--- src/rtl/utype_pkg.sv ---
// Shared U/J-type definitions: request kinds, opcodes and the instruction encoder
// used by the instruction writer and the control_gen decoder.
package utype_pkg;

  typedef enum logic [1:0] {U_NOP, U_LUI, U_AUIPC, U_JAL} u_kind_e;

  typedef enum logic [1:0] {S_IDLE, S_RUN, S_DRAIN, S_FULL} wr_state_e;

  typedef struct packed {
    u_kind_e     kind;
    logic [4:0]  rd;
    logic [31:0] imm;
  } u_req_t;

  localparam logic [6:0]  OP_LUI   = 7'b0110111;
  localparam logic [6:0]  OP_AUIPC = 7'b0010111;
  localparam logic [6:0]  OP_JAL   = 7'b1101111;
  localparam logic [31:0] NOP_WORD = 32'h0000_0013;

  // JAL drops imm[0]: offsets are always even, misalignment is flagged elsewhere.
  function automatic logic [31:0] encode_u(input u_kind_e kind, input logic [4:0] rd,
                                           input logic [31:0] imm);
    logic [31:0] word;
    unique case (kind)
      U_LUI:   word = {imm[31:12], rd, OP_LUI};
      U_AUIPC: word = {imm[31:12], rd, OP_AUIPC};
      U_JAL:   word = {imm[20], imm[10:1], imm[11], imm[19:12], rd, OP_JAL};
      default: word = NOP_WORD;
    endcase
    return word;
  endfunction

endpackage

--- src/rtl/utype_instr_writer_if.sv ---
// Request handshake bundle carrying U/J-type instruction requests to the writer.
interface utype_instr_writer_if;
  import utype_pkg::*;

  logic        req_valid;
  logic        req_ready;
  u_kind_e     req_kind;
  logic [4:0]  req_rd;
  logic [31:0] req_imm;

  modport master (output req_valid, req_kind, req_rd, req_imm, input req_ready);
  modport slave  (input req_valid, req_kind, req_rd, req_imm, output req_ready);

endinterface

--- src/rtl/utype_req_fifo.sv ---
// Synchronous request FIFO; pointers carry an extra wrap bit to tell full from empty.
module utype_req_fifo #(
  parameter int DEPTH = 4,
  parameter int WIDTH = 39
) (
  input  logic             clk,
  input  logic             rst,
  input  logic             clear,
  input  logic             push,
  input  logic [WIDTH-1:0] push_data,
  input  logic             pop,
  output logic [WIDTH-1:0] pop_data,
  output logic             full,
  output logic             empty
);

  localparam int AW = $clog2(DEPTH);
  localparam logic [AW:0] PTR_ONE = (AW + 1)'(1);

  logic [WIDTH-1:0] mem [DEPTH];
  logic [AW:0]      wr_ptr;
  logic [AW:0]      rd_ptr;
  logic             do_push;
  logic             do_pop;

  assign empty    = (wr_ptr == rd_ptr);
  assign full     = (wr_ptr[AW] != rd_ptr[AW]) && (wr_ptr[AW-1:0] == rd_ptr[AW-1:0]);
  assign do_pop   = pop && !empty;
  // A pop frees the slot in the same cycle, so a full FIFO may still accept.
  assign do_push  = push && (!full || do_pop);
  assign pop_data = mem[rd_ptr[AW-1:0]];

  // NOTE: sequential state uses non-blocking assignments so every register samples pre-edge values.
  always_ff @(posedge clk) begin
    if (rst || clear) begin
      wr_ptr <= '0;
      rd_ptr <= '0;
    end else begin
      if (do_push) wr_ptr <= wr_ptr + PTR_ONE;
      if (do_pop)  rd_ptr <= rd_ptr + PTR_ONE;
    end
  end

  // NOTE: storage is not reset; the pointers alone define which entries are valid.
  always_ff @(posedge clk) begin
    if (do_push) mem[wr_ptr[AW-1:0]] <= push_data;
  end

endmodule

--- src/rtl/utype_instr_writer.sv ---
// Buffers U/J-type requests, encodes them to RV32I words and writes them to
// consecutive instruction-memory addresses, one word per cycle.
module utype_instr_writer
  import utype_pkg::*;
#(
  parameter int          FIFO_DEPTH = 4,
  parameter int          MAX_WORDS  = 256,
  parameter logic [31:0] BASE_ADDR  = 32'h0000_0000,
  localparam int         CW         = $clog2(MAX_WORDS) + 1
) (
  input  logic                  clk,
  input  logic                  rst,
  input  logic                  start,
  input  logic                  flush,
  utype_instr_writer_if.slave   req,
  output logic                  imem_we,
  output logic [31:0]           imem_addr,
  output logic [31:0]           imem_wdata,
  output logic                  busy,
  output logic [CW-1:0]         words_done,
  output logic                  align_err,
  output logic                  drop_err
);

  localparam logic [CW-1:0] LAST_WORD = CW'(MAX_WORDS - 1);
  localparam logic [CW-1:0] CNT_ONE   = CW'(1);

  wr_state_e                 state;
  wr_state_e                 state_nxt;
  logic                      fifo_full;
  logic                      fifo_empty;
  logic                      push;
  logic                      pop;
  logic                      reload;
  u_req_t                    push_req;
  u_req_t                    head;
  logic [$bits(u_req_t)-1:0] head_bits;
  logic [31:0]               next_addr;

  assign req.req_ready = (state == S_RUN) && !fifo_full;
  assign push          = req.req_valid && req.req_ready;
  assign push_req      = '{kind: req.req_kind, rd: req.req_rd, imm: req.req_imm};
  assign head          = u_req_t'(head_bits);
  assign busy          = (state != S_IDLE);

  utype_req_fifo #(
    .DEPTH (FIFO_DEPTH),
    .WIDTH ($bits(u_req_t))
  ) u_fifo (
    .clk       (clk),
    .rst       (rst),
    .clear     (flush),
    .push      (push),
    .push_data (push_req),
    .pop       (pop),
    .pop_data  (head_bits),
    .full      (fifo_full),
    .empty     (fifo_empty)
  );

  always_ff @(posedge clk) begin
    if (rst) state <= S_IDLE;
    else     state <= state_nxt;
  end

  // NOTE: every always_comb output gets a default first, so no path can infer a latch.
  always_comb begin
    state_nxt = state;
    pop       = 1'b0;
    reload    = 1'b0;
    unique case (state)
      S_IDLE: begin
        if (start) begin
          state_nxt = S_RUN;
          reload    = 1'b1;
        end
      end
      S_RUN: begin
        pop = !fifo_empty;
        if (start)                               state_nxt = S_DRAIN;
        else if (pop && words_done == LAST_WORD) state_nxt = S_FULL;
      end
      S_DRAIN: begin
        // Finish the old session's words, then restart at the base address.
        if (fifo_empty) begin
          state_nxt = S_RUN;
          reload    = 1'b1;
        end else begin
          pop = 1'b1;
        end
      end
      S_FULL: begin
        if (start) begin
          state_nxt = S_RUN;
          reload    = 1'b1;
        end
      end
      default: state_nxt = S_IDLE;
    endcase
    // Flush outranks everything, including a write that would issue this cycle.
    if (flush) begin
      state_nxt = S_IDLE;
      pop       = 1'b0;
      reload    = 1'b0;
    end
  end

  always_ff @(posedge clk) begin
    if (rst) begin
      imem_we    <= 1'b0;
      imem_addr  <= '0;
      imem_wdata <= '0;
      words_done <= '0;
      next_addr  <= BASE_ADDR;
      align_err  <= 1'b0;
      drop_err   <= 1'b0;
    end else begin
      imem_we <= pop;
      if (pop) begin
        imem_addr  <= next_addr;
        imem_wdata <= encode_u(head.kind, head.rd, head.imm);
      end
      if (reload) begin
        next_addr  <= BASE_ADDR;
        words_done <= '0;
      end else if (pop) begin
        next_addr  <= next_addr + 32'd4;
        words_done <= words_done + CNT_ONE;
      end
      if (push && req.req_kind == U_JAL && req.req_imm[0]) align_err <= 1'b1;
      if (state == S_FULL && req.req_valid)                drop_err  <= 1'b1;
    end
  end

endmodule

--- src/flat_wrapper.sv ---
// flat-port wrapper written by rule: the top's interface ports become plain ports
module utype_instr_writer_flat import utype_pkg::*;
#(
  parameter int          FIFO_DEPTH = 4,
  parameter int          MAX_WORDS  = 256,
  parameter logic [31:0] BASE_ADDR  = 32'h0000_0000,
  localparam int         CW         = $clog2(MAX_WORDS) + 1
)
  (clk, rst, start, flush, imem_we, imem_addr, imem_wdata, busy, words_done, align_err, drop_err, req_req_valid, req_req_kind, req_req_rd, req_req_imm, req_req_ready);
  utype_instr_writer_if req_i ();
  input  logic clk;
  input  logic rst;
  input  logic start;
  input  logic flush;
  output logic imem_we;
  output logic [31:0] imem_addr;
  output logic [31:0] imem_wdata;
  output logic busy;
  output logic [CW-1:0] words_done;
  output logic align_err;
  output logic drop_err;
  input wire logic [$bits(req_i.req_valid)-1:0] req_req_valid;
  input wire logic [$bits(req_i.req_kind)-1:0] req_req_kind;
  input wire logic [$bits(req_i.req_rd)-1:0] req_req_rd;
  input wire logic [$bits(req_i.req_imm)-1:0] req_req_imm;
  output wire logic [$bits(req_i.req_ready)-1:0] req_req_ready;
  assign req_i.req_valid = req_req_valid;
  assign req_i.req_kind = req_req_kind;
  assign req_i.req_rd = req_req_rd;
  assign req_i.req_imm = req_req_imm;
  assign req_req_ready = req_i.req_ready;
  utype_instr_writer #(.FIFO_DEPTH(FIFO_DEPTH), .MAX_WORDS(MAX_WORDS), .BASE_ADDR(BASE_ADDR)) u_core (.clk(clk), .rst(rst), .start(start), .flush(flush), .req(req_i), .imem_we(imem_we), .imem_addr(imem_addr), .imem_wdata(imem_wdata), .busy(busy), .words_done(words_done), .align_err(align_err), .drop_err(drop_err));
endmodule
--- config.mk ---
export PLATFORM = sky130hd
export DESIGN_NAME = utype_instr_writer_flat
export DESIGN_NICKNAME = d
export VERILOG_FILES = /design/src/rtl/utype_pkg.sv /design/src/rtl/utype_instr_writer_if.sv /design/src/rtl/utype_req_fifo.sv /design/src/rtl/utype_instr_writer.sv /design/src/flat_wrapper.sv
export SDC_FILE = /design/constraint.sdc
export NUM_CORES = 1
export LEC_CHECK = 0
export BUFFER_PORTS_ARGS = -buffer_cell sky130_fd_sc_hd__clkbuf_2
export CORE_UTILIZATION = 45
export DETAILED_ROUTE_END_ITERATION = 8
export GPL_TIMING_DRIVEN = 0
export PLACE_DENSITY = 0.6
export REMOVE_ABC_BUFFERS = 1
export SLEW_MARGIN = 5
export SYNTH_ARGS = -nofsm -noshare
export SYNTH_HDL_FRONTEND = slang
export SYNTH_SLANG_ARGS = --single-unit
--- constraint.sdc ---
create_clock -name clk -period 4.54 [get_ports clk]
set_clock_uncertainty 0.1 [all_clocks]
set_input_delay 0.681 -clock clk [delete_from_list [all_inputs] [get_ports clk]]
set_output_delay 0.681 -clock clk [all_outputs]
set_load 0.05 [all_outputs]
Word-level counts from Yosys, hierarchy flattened --
Memories as Yosys holds them, arrays and structs flattened. A register that Yosys moved wholly into a read port is not among the register bits. Index checks and enable logic that the tools add are counted.
Word-level totals: input bits 44, flip-flop bits (word level) 116, word-level logic and storage cells 65, output and inout bits 78, memories 1, bits in writable memories 156
Memories:
- u_core.u_fifo.mem | words 4, bits a word 39, read ports 1, clocked after memory_dff 1, write ports 1, line utype_req_fifo.sv:20 | logic [WIDTH-1:0] mem [DEPTH];
Cells by class: reductions and logical operators 19, $add $sub $neg 4, equal/unequal tests 14, multiplexer cells 17
Operators with widths (number):
- 32-bit case mux with 3 select lines | 1
- 32-bit by 3-bit adder with 32-bit output (second input constant) | 1
- 2-bit two-way mux | 6
- 2-bit equality test (second input constant) | 5
- 9-bit by 1-bit adder with 9-bit output (second input constant) | 1
- 9-bit by 8-bit equality test with 1-bit output (second input constant) | 1
- 1-bit logical AND | 9
- 1-bit two-way mux | 7
- 3-bit by 1-bit adder with 3-bit output (second input constant) | 2
- 2-bit case mux with 3 select lines | 1
- 2-bit OR reduction | 3
- 2-bit by 1-bit equality test with 1-bit output (second input constant) | 2
- 2-bit by 1-bit inequality test with 1-bit output (second input constant) | 2
- 1-bit case mux with 2 select lines | 2
- 3-bit equality test | 1
- 3-bit inequality test (second input constant) | 1
- 3-bit AND reduction | 1
- 2-bit equality test | 1
- 1-bit logical NOT | 2
- 2-bit logical NOT | 1
- 1-bit logical OR | 2
- 2-bit nonzero test | 1
- 1-bit inequality test | 1

Depth between registers and ports, before layout --
word-level depth 9, mapped depth 9, mapped depth without buffers 8

Cells and area by module --
From an unflattened synthesis, not the netlist that was laid out.
Second synthesis, totals: cells, all modules 790, area, all modules 10627.7 um2
By module, submodules not included:
- utype_req_fifo | sequential area each 4844.6 um2, area each 6093.3 um2, instances 1, cells an instance 258
- utype_instr_writer | sequential area each 2082.0 um2, area each 4534.3 um2, instances 1, cells an instance 532

Worst setup path before layout --
OpenSTA, ideal clock, no wires.
kind input-to-reg, from input flush, to register u_core.next_addr[26], cell stages on the path 7, data required time 4.370 ns, path buffers 2, data arrival time 2.401 ns, slack 1.968 ns, cell sequence nand2b_1 a311o_1 buf_6 or3_4 buf_6 or4_1 a21oi_1
Between the ends: word-level cells in the longest chain between the ends 2
RTL lines:
- start, declared | line flat_wrapper.sv:14 | input logic flush;
- 1-bit two-way mux | line utype_instr_writer.sv:101 | if (flush) begin
- 2-bit OR reduction (no line)
- end signal, assigned | line utype_instr_writer.sv:127 | next_addr <= next_addr + 32'd4;
- end, declared | line utype_instr_writer.sv:38 | logic [31:0] next_addr;
Parallel ways exist; a longest one is shown, timed or not. A chain may end at the register's enable or synchronous reset.

Worst setup path after layout --
from register u_core.state[0], to register u_core.next_addr[31]
Between the ends: word-level cells in the longest chain between the ends 5
RTL lines:
- start, declared | line utype_instr_writer.sv:28 | wr_state_e state;
- start signal, assigned | line utype_instr_writer.sv:63 | else state <= state_nxt;
- 2-bit equality test or 2-bit logical NOT (tied branches) | line utype_instr_writer.sv:71 | unique case (state)
- 2-bit OR reduction (no line)
- 1-bit case mux with 2 select lines | line utype_instr_writer.sv:71
- 1-bit two-way mux | line utype_instr_writer.sv:101
- 2-bit OR reduction (no line)
Parallel ways exist; a longest one is shown, timed or not.

==> results.json <==
{
  "status": "finished, violations left",
  "violations": "DRC",
  "multi_input_area_um2": 3150,
  "cp_cell_sequence": "inv_1, ha_1, nand2b_1, a311o_2, buf_12, or3_4, or4_1, a21oi_1",
  "synth.largest_area_cell": "edfxtp_1",
  "via_per_inst": 5.43,
  "maxCapViolCount": 0,
  "synth_edf_count": 152,
  "dp_hpwl_um": 13400,
  "stdcell_count": 1163,
  "dp_cells": 1110,
  "p_per_area_nw_per_um2": 407,
  "wl_per_cell_um": 18.4,
  "irDropWorstVdd_uv": 330,
  "clock_path_buffers": 3,
  "cts.sinks": 264,
  "fillers": 1825,
  "root_buffer": "clkbuf_16",
  "slew_viol_final": 0,
  "ios": 122,
  "critPathKind": "reg -> reg",
  "final_nets": 918,
  "layout-drive-gt1-share_pct": 25.5,
  "worstPathMaxFanout": 49,
  "post-route-min-period_ns": 3.33,
  "p_leak_nw": 4.13,
  "first_pass_iters": 6,
  "seqCellArea_um2": 6810,
  "ys_seq_area_share_pct": 66.9,
  "diodes": 0,
  "async_reset_ff_share_pct": 0,
  "ys_ff_latch": 264,
  "drtIter0Drc": 251,
  "syn_inst": 746,
  "path_clk_slew_ns": 0.06,
  "startpoint_type": "register",
  "antenna_found_initial": 0,
  "fin_crit_sh_pct": 73.4,
  "post_cts_resized": 0,
  "postCtsSetupBuffers": 0,
  "tritoncts": "done",
  "synth_top_area_share_pct": 44.9,
  "die-area_um2": 23200,
  "fp.dieH_um": 152,
  "setup_viol": 0,
  "hold_viol": 0,
  "grt_pass1_vias": 6331,
  "row_count": 54,
  "yosys_warnings": 0,
  "fp.dieW_um": 152,
  "synth_area_leaders": "edfxtp_1, dfxtp_1, mux4_2, nand2_1, nor2_1",
  "tns_ns": 0,
  "p_total_mw": 4.89,
  "cp.required_ns": 4.89,
  "port_buffers": 119,
  "cpPeakStageDelay_ns": 0.68,
  "synth_cell_types": 46,
  "holdWs_ns": 0.255,
  "clock.fmax_mhz": 300,
  "cts_inserted_buffers": 29,
  "hp-class": "in -> reg",
  "cts_max_level": 1,
  "initial_core_util_pct": 46.3,
  "ant_nets": 0,
  "fin_util_pct": 54.8,
  "insertion_delay_ns": 0.54,
  "drc_errors": 8,
  "core_area_um2": 22000,
  "rsz0062_at_grt": "false",
  "vias": 6315,
  "critPathCaptureType": "register",
  "ctsHoldBuffers": 0,
  "totalWireLength_um": 21400,
  "slowest_stage": "a311o_2",
  "synth_area_um2": 10200,
  "grt_max_degree": 67,
  "place_congestion": 0.853,
  "grt-ovfl-total": 0,
  "worstMarginPinSlew_ns": 1.12,
  "synth.avg_cell_area_um2": 13.6,
  "synthToLayoutAreaGrowth_pct": 18.3,
  "synth_ff_type": "edfxtp_1",
  "grt_pass1_wl_um": 34100,
  "worstPathArrival_ns": 3.68,
  "track_usage_pct": 18.6,
  "slew_headroom_pct": 25.3
}
[per-stage QoR]
stage	setup slack, ns	cell area [µm²]
after floorplan	0.777	9960
after detailed placement	1.20	11100
after CTS	1.21	12000
after global placement	-1.03	10900
final	1.21	12000
after global routing	1.01	12000
[Yosys cell counts (all sizes together), types with 3 or more instances]
library cell	number
a311oi	4
or4	8
nor2	69
nand4	13
mux4	38
dfxtp	112
and4	6
or3	9
a221oi	10
nor3	14
and3	4
buf	15
a211oi	3
clkbuf	30
edfxtp	152
nand3	10
and2	7
a22oi	14
a21oi	49
ha	13
nand2	84
xnor2	20
o21ai	6
xor2	14
nor4	9
o31ai	5
inv	9
[final timing paths]
check | slack [ns] | startpoint | depth (start not counted) | endpoint
max | 1.21 | u_core.state[0] | 8 | u_core.next_addr[31]
max reg2reg | 1.21 | u_core.state[0] | 8 | u_core.next_addr[31]
min reg2reg | 0.35 | u_core.imem_addr[13] | 2 | u_core.imem_addr[13]
min | 0.26 | req_req_imm[15] | 1 | u_core.u_fifo.mem[2][15]
[per-layer routing]
metal,global-route usage (%),share of wire (%),vias to the layer above
met5,0,0,-
li1,-,-,3018
met1,23.8,44,3108
met2,32.2,49,149
met4,4.62,2.0,0
met3,4.04,5.5,40
[state kept, by name, indices dropped and copies added (netlist names), 2 cells and up, named ones only]
name and cells:
u_core.u_fifo.mem 152, u_core.imem_addr 30, u_core.imem_wdata 30, u_core.next_addr 30, u_core.words_done 9, u_core.u_fifo.rd_ptr 3
u_core.u_fifo.wr_ptr 3, u_core.state 2
[cell families (layout without fill, tap and decap cells)]
kind of cell               after synthesis  in the layout  synth area share (%)
xor gates and xnor gates                34             34                  2.93
DFF                                    264            264                  66.9
AOI/OAI and AO/OA                       99             99                  6.27
buffers and inverters                   54            190                  2.39
other                                    1              2                0.0369
muxes                                   41             41                  8.74
adders and majority gates               13             13                  1.60
and+or+nand+nor                        240            240                  11.1
[layout make-up]
type                    count  area share (%)
multi-input cells         429            26.2
repair buffers            128            6.32
inverters                   9           0.281
well taps                 280            2.91
clock buffers              41            6.74
flip-flops and latches    264            56.6
clock inverters            12           0.957
[layout by cell type, fill, tap and decap left out, types with 3 or more instances in the layout]
cell type / n
and4_1: 6
o21ai_0: 6
a211oi_1: 3
xor2_1: 14
edfxtp_1: 152
a311oi_1: 3
buf_12: 6
mux4_2: 38
dfxtp_1: 110
or4_1: 8
nand2_1: 84
nand4_1: 13
inv_1: 9
nor3_1: 14
and2_2: 4
clkbuf_1: 8
nor2_1: 68
and2_1: 3
a221oi_1: 10
clkbuf_16: 29
xnor2_1: 20
ha_1: 13
o31ai_1: 5
nor4_1: 9
clkinv_2: 7
or3_1: 7
a21oi_1: 49
clkbuf_2: 118
nand3_1: 10
clkbuf_8: 4
a22oi_1: 14
and3_1: 4
[power breakdown]
group | internal (mW) | switching, mW | total [mW]
combinational | 0.0330 | 0.0725 | 0.106
clock | 1.35 | 0.892 | 2.24
sequential | 2.54 | 0.00376 | 2.54
[worst max-delay path: cells and delay by family, from the launching register on]
family | cells | cell delay (ns)
compound gates | 2 | 0.84
fa+ha+maj | 1 | 0.34
buf+inv | 2 | 0.40
flops | 1 | 0.42
simple gates | 3 | 1.13
(Power assumes the default switching activity.)
